$ cat src/rtl/tpsram_rr_arbiter.sv
// tpsram_rr_arbiter: two-requester round-robin arbiter sharing a two-port TPSRAM with per-requester read return
module tpsram_rr_arbiter #(
  parameter int ADDR_W = 6,
  parameter int DATA_W = 8,
  parameter int RD_LAT = 1
) (
  input  logic              CLK,
  input  logic              RESET,
  input  logic              req0,
  input  logic              req1,
  input  logic              we0,
  input  logic              we1,
  input  logic [ADDR_W-1:0] addr0,
  input  logic [ADDR_W-1:0] addr1,
  input  logic [DATA_W-1:0] wdata0,
  input  logic [DATA_W-1:0] wdata1,
  output logic              gnt0,
  output logic              gnt1,
  output logic              rvalid0,
  output logic              rvalid1,
  output logic [DATA_W-1:0] rdata0,
  output logic [DATA_W-1:0] rdata1,
  output logic              o_TPSRAM_WEN,
  output logic              o_TPSRAM_REN,
  output logic [ADDR_W-1:0] o_TPSRAM_WADDR_sv,
  output logic [ADDR_W-1:0] o_TPSRAM_RADDR_sv,
  output logic [DATA_W-1:0] o_TPSRAM_WD,
  input  logic [DATA_W-1:0] i_TPSRAM_RD
);
  logic              ptr;
  logic [RD_LAT:0]   vld;
  logic [RD_LAT:0]   own;
  logic              gnt;
  logic              sel_we;
  logic [ADDR_W-1:0] sel_addr;
  logic [DATA_W-1:0] sel_wdata;
  assign gnt0      = !RESET && req0 && (!req1 || !ptr);
  assign gnt1      = !RESET && req1 && (!req0 || ptr);
  assign gnt       = gnt0 || gnt1;
  assign sel_we    = gnt1 ? we1 : we0;
  assign sel_addr  = gnt1 ? addr1 : addr0;
  assign sel_wdata = gnt1 ? wdata1 : wdata0;
  assign rvalid0   = vld[RD_LAT] && !own[RD_LAT];
  assign rvalid1   = vld[RD_LAT] && own[RD_LAT];
  assign rdata0    = rvalid0 ? i_TPSRAM_RD : '0;
  assign rdata1    = rvalid1 ? i_TPSRAM_RD : '0;
  // issue the granted command to the RAM, rotate priority, and track read owners until data returns
  always_ff @(posedge CLK) begin
    if (RESET) begin
      ptr               <= 1'b0;
      vld               <= '0;
      own               <= '0;
      o_TPSRAM_WEN      <= 1'b0;
      o_TPSRAM_REN      <= 1'b0;
      o_TPSRAM_WADDR_sv <= '0;
      o_TPSRAM_RADDR_sv <= '0;
      o_TPSRAM_WD       <= '0;
    end else begin
      if (gnt) ptr <= gnt0;
      o_TPSRAM_WEN <= gnt && sel_we;
      o_TPSRAM_REN <= gnt && !sel_we;
      if (gnt && sel_we) begin
        o_TPSRAM_WADDR_sv <= sel_addr;
        o_TPSRAM_WD       <= sel_wdata;
      end
      if (gnt && !sel_we) o_TPSRAM_RADDR_sv <= sel_addr;
      vld <= {vld[RD_LAT-1:0], gnt && !sel_we};
      own <= {own[RD_LAT-1:0], gnt1};
    end
  end
endmodule
$ cat config.mk
export PLATFORM = sky130hd
export DESIGN_NAME = tpsram_rr_arbiter
export DESIGN_NICKNAME = d
export VERILOG_FILES = /design/src/rtl/tpsram_rr_arbiter.sv
export SDC_FILE = /design/constraint.sdc
export NUM_CORES = 1
export LEC_CHECK = 0
export CORE_UTILIZATION = 34
export DETAILED_ROUTE_END_ITERATION = 8
export GPL_ROUTABILITY_DRIVEN = 1
export PLACE_DENSITY = 0.79
export SYNTH_ARGS = -nofsm -noshare
export SYNTH_HDL_FRONTEND = slang
export SYNTH_SLANG_ARGS = --single-unit
$ cat constraint.sdc
create_clock -name CLK -period 1.35 [get_ports CLK]
set_input_delay 0.135 -clock CLK [delete_from_list [all_inputs] [get_ports CLK]]
set_output_delay 0.135 -clock CLK [all_outputs]
set_load 0.1 [all_outputs]
# --- Word level (Yosys, flattened, before mapping) ---
# Cells that the tools add are included.
classes:
  mux: 5
  n_reduce_logical: 17
ops:
  columns: ["op", "n"]
  rows:
  - ["$mux 8", 3]
  - ["$logic_and 1x1->1", 8]
  - ["$logic_not 1->1", 6]
  - ["$mux 6", 1]
  - ["$logic_or 1x1->1", 3]
  - ["$mux 1", 1]
totals:
  reg_bits: 27
  input_bits: 42

# --- Depth between registers and ports, before layout ---
# Gate-level depths: netlist of run 1.
logic_depth:
  ltp_word: 6
  ltp_mapped: 6
  mapped_depth_nobuf: 4

# --- Least setup slack after synthesis of run 1 ---
# OpenSTA, ideal clock, no wires.
synth_path:
  path_kind: "reg-to-output"
  from: "register vld[1]"
  to: "output port rdata0[0]"
  arrival_time_ns: 2.350
  stages_incl_launch_ff: 4
  path_slack_ns: -1.135
  path_cell_list: "dfxtp_1 nor2b_1 clkbuf_1 and2_1"
synth_between:
  elab_chain_len: 2
synth_rtl:
  columns: ["item", "line_no", "source"]
  rows:
  - ["start, declared", "31", "logic [RD_LAT:0] vld;"]
  - ["start signal, assigned", "67", "vld <= {vld[RD_LAT-1:0], gnt && !sel_we};"]
  - ["$logic_and 1x1->1", "43", "assign rvalid0 = vld[RD_LAT] && !own[RD_LAT];"]
  - ["via rvalid0", "19", "output logic rvalid0,"]
  - ["$mux 8", "45", "assign rdata0 = rvalid0 ? i_TPSRAM_RD : '0;"]
  - ["end, declared", "21", "output logic [DATA_W-1:0] rdata0,"]
# The timed path passes the listed nets, and every way through them passes these cells.

# --- Final worst setup path of run 1 ---
layout_path:
  from: "register ptr"
  to: "output port gnt1"
layout_between:
  elab_chain_len: 2
layout_rtl:
  columns: ["item", "line_no", "source"]
  rows:
  - ["start, declared", "30", "logic ptr;"]
  - ["start signal, assigned", "59", "if (gnt) ptr <= gnt0;"]
  - ["$logic_or 1x1->1", "38", "assign gnt1 = !RESET && req1 && (!req0 || ptr);"]
  - ["$logic_and 1x1->1", "38", null]
  - ["end, declared", "18", "output logic gnt1,"]
# Every way passes these cells.

==> results.py, run 1 <==
metrics = {
    "status": {
        "outcome": "complete, but fails checks",
        "violations": "negative setup slack",
    },
    "logic_synthesis": {
        "ys_seq_area_frac": 0.437,
        "ys_types": 26,
        "syn_avg_cell_area_um2": 10.8,
        "syn-cell-area_mm2": 0.00119,
        "synth_compound_area_frac": 0.205,
        "synth_xor_area_frac": 0,
        "syn_inst": 110,
        "synth_ff_type": "dfxtp_1",
        "synth_fa_ha_area_frac": 0,
        "synthSimpleGateAreaFrac": 0.174,
        "synthArstFlopShare": 0,
        "synth.net_count": 152,
        "synth_seq_cells": 26,
        "synth_warnings": 0,
        "synth_top_family_by_area": "compound AO/OA/AOI/OAI gates",
        "synth_edf_count": 0,
        "synth_mux_area_frac": 0.118,
    },
    "grt": {
        "grt_max_degree": 16,
        "grtUsageTotal": 0.253,
        "grt_pass1_wl_um": 6620,
        "grt.overflow.total": 0,
        "antenna_found_initial": 0,
        "grt_pass1_vias": 1360,
    },
    "power_and_ir_drop": {
        "p_leak_nw": 1.18,
        "power_switching_mw": 1.00,
        "seqPwrFrac": 0.338,
        "p_comb_frac": 0.453,
        "power_density_mw_per_mm2": 901,
        "swShare": 0.380,
        "intPower_mw": 1.63,
        "ir_drop_uv": 856,
        "clockPowerShare": 0.208,
    },
    "placement": {
        "numPortBuffers": 83,
        "placed_cells": 244,
        "post-dp-hpwl_um": 3160,
        "place_ws_ns": -0.330,
        "gp_congestion": 0.740,
    },
    "detailed_routing": {
        "via_per_inst": 5.18,
        "vias": 1337,
        "drt.antenna.violating_nets": 0,
        "totalWireLength_um": 5100,
        "wl_per_cell_um": 19.8,
        "drtIter0Drc": 47,
        "dr.pass1.iters": 4,
        "drc": 0,
    },
    "layout": {
        "syn_to_final_growth_pct": 146,
        "nFillCells": 154,
        "mostFrequentLayoutCells": "buf_12, clkdlybuf4s50_1, dfxtp_1",
        "multi_input_area_um2": 777,
        "final_cells": 258,
        "seqCellArea_um2": 527,
        "diodes": 0,
        "drive_gt1_frac": 0.519,
        "mostFrequentLayoutCell": "buf_12",
        "num-nets-final": 255,
    },
    "clocking": {
        "cts-htree-levels": 1,
        "clockBufferDepth": 2,
        "cts_tree": "yes",
        "cts_inserted_buffers": 3,
        "clkLatencyLatePin_ns": 0.33,
        "root_buffer": "clkbuf_4",
        "cts_sinks": 26,
        "clk_pin_slew_ns": 0.15,
    },
    "critical_path": {
        "crit_slowest_cell": "dfxtp_2",
        "setup.worst_path.end_class": "primary output",
        "arrival_ns": 1.38,
        "worstPathCellList": "nand2b_4, nand3b_1, buf_12, clkinvlp_4, buf_12",
        "cp_max_fo": 3,
        "crit_required_ns": 1.22,
        "start_kind": "flop",
        "path_common_cell": "buf_12",
        "worst-setup-path-type": "flop to primary output",
        "crit_path_max_incr_delay_ns": 0.37,
    },
    "timing": {
        "setup_ws_ns": -0.169,
        "rsz0062_at_grt": "yes",
        "fin_crit_ns": 1.52,
        "slew_violations": 0,
        "finalSetupViolCount": 31,
        "fmax_mhz": 658,
        "max_slew_margin": 0.734,
        "hold_viol": 0,
        "tightest_slew_ns": 0.398,
        "finClkSkew_ns": 0.00116,
        "post-route-period-util": 1.13,
    },
    "die": {
        "coreArea_mm2": 0.00334,
        "die-area_mm2": 0.00374,
        "top_level_ports": 84,
        "die_y_um": 61.2,
        "chipWidth_um": 61.2,
        "initial_core_util": 0.357,
        "row_count": 21,
    },
    "hold_path": {
        "hold_path.class": "primary input to flop",
    },
    "run": {
        "maxCapViolations": 0,
    },
}
[registers in the layout, summed over array words and instances (netlist names)]
register,count
o_TPSRAM_RADDR_sv,6
o_TPSRAM_WADDR_sv,6
own,2
vld,2
ptr,1
o_TPSRAM_WEN,1
o_TPSRAM_WD,8
[final timing paths]
| kind | depth (start not counted) | endpoint | start | slack [ns] |
|---|---|---|---|---|
| min reg2reg | 1 | own[1] | own[0] | 0.47 |
| min | 3 | o_TPSRAM_WD[3] | wdata0[3] | 0.44 |
| max | 5 | gnt1 | ptr | -0.17 |
| max reg2reg | 6 | o_TPSRAM_RADDR_sv[2] | ptr | -0.15 |
[worst max-delay path, delay by kind of cell (launching register included)]
family	cells	cell delay [ns]
buffers and inverters	3	0.41
AND/OR/NAND/NOR	2	0.27
flip-flops	1	0.37
[cells by family (layout without fill, tap and decap cells)]
kind of cell,Yosys count,count (layout)
buffers and inverters,11,112
muxes,14,14
AOI/OAI and AO/OA,25,26
DFF,26,26
and+or+nand+nor,34,34
[cell type report]
| class | instances | area share |
|---|---|---|
| timing repair buffer | 105 | 0.512 |
| tap | 46 | 0.0197 |
| sequential | 26 | 0.180 |
| clock inverter | 1 | 0.0103 |
| inverter | 3 | 0.00513 |
| clock buffer | 3 | 0.00770 |
| multi-input combinational | 74 | 0.266 |
[routing by layer]
layer,vias up,global-route usage,part of all wire,wire length [um]
met5,-,0,0,0
met4,0,0.127,0.041,211
met3,18,0.0777,0.085,434
met2,87,0.484,0.56,2840
met1,630,0.240,0.32,1610
li1,602,-,-,-
[through the flow]
stage	power [mW]	instance area, um^2	util	setup TNS (ns)	hold WS, ns
3_5_place_dp	1.99	2600	0.779	-5.75	0.420
2_1_floorplan	1.50	1240	-	-0.0360	0.207
3_3_place_gp	1.96	2600	0.779	-4.11	0.420
4_1_cts	2.58	2850	0.855	-1.04	0.425
6_report	2.63	2930	0.877	-2.55	0.436
5_1_grt	2.71	2930	0.877	-4.28	0.452
[Yosys cell counts, types with 2 or more instances]
cell	n	area [um^2]
o2bb2ai_1	12	105
dfxtp_1	26	521
o2bb2ai_2	2	30.0
and2_1	9	56.3
nor2b_1	5	31.3
mux2i_1	14	140
and3_1	8	50.1
buf_6	4	45.0
a211oi_1	5	37.5
nor2_1	7	26.3
buf_4	2	15.0
inv_1	2	7.51
[timing repair]
action	in CTS	in global routing
cloned	1	2
hold buffers	0	0
setup buffers	6	1
setup endpoints to repair	24	41
pin swaps	5	3
gates resized for setup	32	10
[power by group through the flow]
stage | logic [mW] | registers, mW | clock network [mW]
floorplan | 0.261 | 1.24 | 0
global placement | 1.06 | 0.901 | 0
detailed placement | 1.08 | 0.904 | 0
CTS | 1.15 | 0.885 | 0.543
global route | 1.23 | 0.896 | 0.583
finish | 1.19 | 0.891 | 0.549
Power figures use the tool's default switching activity.
==> run 2, diff against run 1 <==
GPL_TIMING_DRIVEN = 0   (was unset)
HOLD_SLACK_MARGIN = 0.12   (was unset)
==> results.py, run 2 (same netlist as run 1, synthesis figures left out) <==
metrics = {
    "timing": {
        "fin_crit_ns": 1.57,
        "setup_ws_ns": -0.223,
        "fmax_mhz": 636,
        "tightest_slew_ns": 0.511,
        "max_slew_margin": 0.662,
        "hold_viol": 0,
        "rsz0062_at_grt": "yes",
        "slew_violations": 0,
        "finClkSkew_ns": 0.0100,
        "post-route-period-util": 1.16,
        "finalSetupViolCount": 39,
        "setup_tns_ns": -4.63,
    },
    "critical_path": {
        "cp_max_fo": 2,
        "crit_required_ns": 1.22,
        "start_kind": "flop",
        "cp.depth": 6,
        "critPathTopFamily": "buffers and inverters",
        "setup.worst_path.end_class": "primary output",
        "rr_worst_depth": 7,
        "crit_slowest_cell": "dfxtp_2",
        "path_common_cell": "buf_12",
        "worstPathCellList": "nand2b_4, nand3b_1, buf_6, buf_12, clkinvlp_4, buf_12",
        "crit_path_max_incr_delay_ns": 0.35,
        "worst-setup-path-type": "flop to primary output",
        "arrival_ns": 1.44,
        "cp_num_buf_inv": 4,
    },
    "detailed_routing": {
        "vias": 1263,
        "via_per_inst": 4.90,
        "drc": 0,
        "drtIter0Drc": 33,
        "totalWireLength_um": 4550,
        "drt.antenna.violating_nets": 0,
        "wl_per_cell_um": 17.6,
        "dr.pass1.iters": 4,
    },
    "placement": {
        "numPortBuffers": 83,
        "dpl_cell_area_mm2": 0.00213,
        "post-dp-hpwl_um": 2670,
        "place_ws_ns": -1.11,
        "gp_congestion": 0.641,
    },
    "die": {
        "die_y_um": 61.2,
        "chipWidth_um": 61.2,
        "top_level_ports": 84,
        "coreArea_mm2": 0.00334,
        "initial_core_util": 0.357,
        "row_count": 21,
        "die-area_mm2": 0.00374,
    },
    "hold_path": {
        "hold_path.class": "primary input to flop",
        "holdPathStages": 2,
    },
    "clocking": {
        "clockBufferDepth": 2,
        "clkLatencyLatePin_ns": 0.33,
        "clk_pin_slew_ns": 0.14,
        "postCtsHoldBufs": 0,
        "cts_inserted_buffers": 3,
        "root_buffer": "clkbuf_4",
        "cts_tree": "yes",
        "cts_sinks": 26,
        "cts-htree-levels": 1,
    },
    "layout": {
        "diodes": 0,
        "syn_to_final_growth_pct": 127,
        "multi_input_area_um2": 863,
        "mostFrequentLayoutCell": "clkdlybuf4s50_1",
        "drive_gt1_frac": 0.580,
        "nFillCells": 194,
        "largest_reg_flops": 8,
        "largest_register": "o_TPSRAM_WD",
        "largestRegisters": "o_TPSRAM_WD x8, o_TPSRAM_RADDR_sv x6, o_TPSRAM_WADDR_sv x6",
        "num-nets-final": 255,
        "seqCellArea_um2": 529,
        "final_cell_area_mm2": 0.00271,
        "mostFrequentLayoutCells": "clkdlybuf4s50_1, dfxtp_1, buf_2, buf_12, o2bb2ai_2",
    },
    "grt": {
        "grt_pass1_vias": 1201,
        "grtUsageTotal": 0.197,
        "grt_pass1_wl_um": 5420,
        "grt_max_degree": 16,
        "use_met2": 0.385,
        "grt_most_used_layer": "met2",
        "met3_usage": 0.0609,
        "grt.met1_usage": 0.201,
        "grt.overflow.total": 0,
        "antenna_found_initial": 0,
    },
    "power_and_ir_drop": {
        "p_total_mw": 2.47,
        "ir_drop_uv": 642,
        "p_leak_nw": 1.14,
        "power_density_mw_per_mm2": 913,
    },
    "status": {
        "violations": "negative setup slack",
        "outcome": "complete, but fails checks",
    },
    "run": {
        "maxCapViolations": 0,
    },
}
==> run 2: changes by cell type in the layout (fill, tap and decap cells not counted), moves of 4 or more <==
cell       change
buf_12        -24
o2bb2ai_2      +8
o2bb2ai_1     -12
buf_4          -4
buf_6          +4
buf_2         +22
==> run 2: layout make-up <==
cell class	instances	share of cell area
Buffer	8	0.0388
Clock buffer	3	0.00832
Clock inverter	1	0.0111
Inverter	3	0.00555
Multi-Input combinational cell	73	0.319
Sequential cell	26	0.196
Tap cell	46	0.0213
Timing Repair Buffer	98	0.400
==> run 2: worst paths after layout <==
kind	startpoint	to	slack [ns]
setup / recovery	ptr	gnt1	-0.22
hold / removal	RESET	own[1]	0.43
setup reg to reg	ptr	o_TPSRAM_WD[5]	-0.22
hold reg to reg	own[0]	own[1]	0.46
==> run 2: power by group <==
part / leakage (nW) / switching (mW) / internal [mW] / total [mW]
clock network: 0.0279 / 0.244 / 0.301 / 0.544
registers: 0.216 / 0.0393 / 0.823 / 0.863
logic: 0.895 / 0.689 / 0.375 / 1.06
total: 1.14 / 0.972 / 1.50 / 2.47
==> run 2: metrics by stage <==
stage               hold WS [ns]  instances   util
floorplan                  0.207        110      -
global placement           0.436        239  0.638
detailed placement         0.433        239  0.638
CTS                        0.431        251  0.705
global route               0.452        258  0.811
finish                     0.431        258  0.811
==> run 2: layer usage <==
| layer | up-vias | routed length (um) |
|---|---|---|
| li1 | 600 | - |
| met1 | 582 | 1560 |
| met2 | 72 | 2500 |
| met3 | 9 | 406 |
| met4 | 0 | 82 |
| met5 | - | 0 |
==> run 2: worst register-to-register path, delay by kind of cell (launching register included) <==
family,cells,cell delay (ns)
compound gates,1,0.10
flops,1,0.35
mux,1,0.35
simple gates,2,0.25
buf+inv,3,0.43
==> run 2: what timing repair did <==
action,in CTS,in global routing
pin swaps,8,10
endpoints found under the setup margin,53,42
gates cloned,1,1
buffers inserted,7,6
gates resized for setup,295,56
==> run 3, diff against run 2 <==
RECOVER_POWER = 50   (was unset)
==> results of run 3 <==
No change in the layout: final DEF, timing and power equal those of run 2.
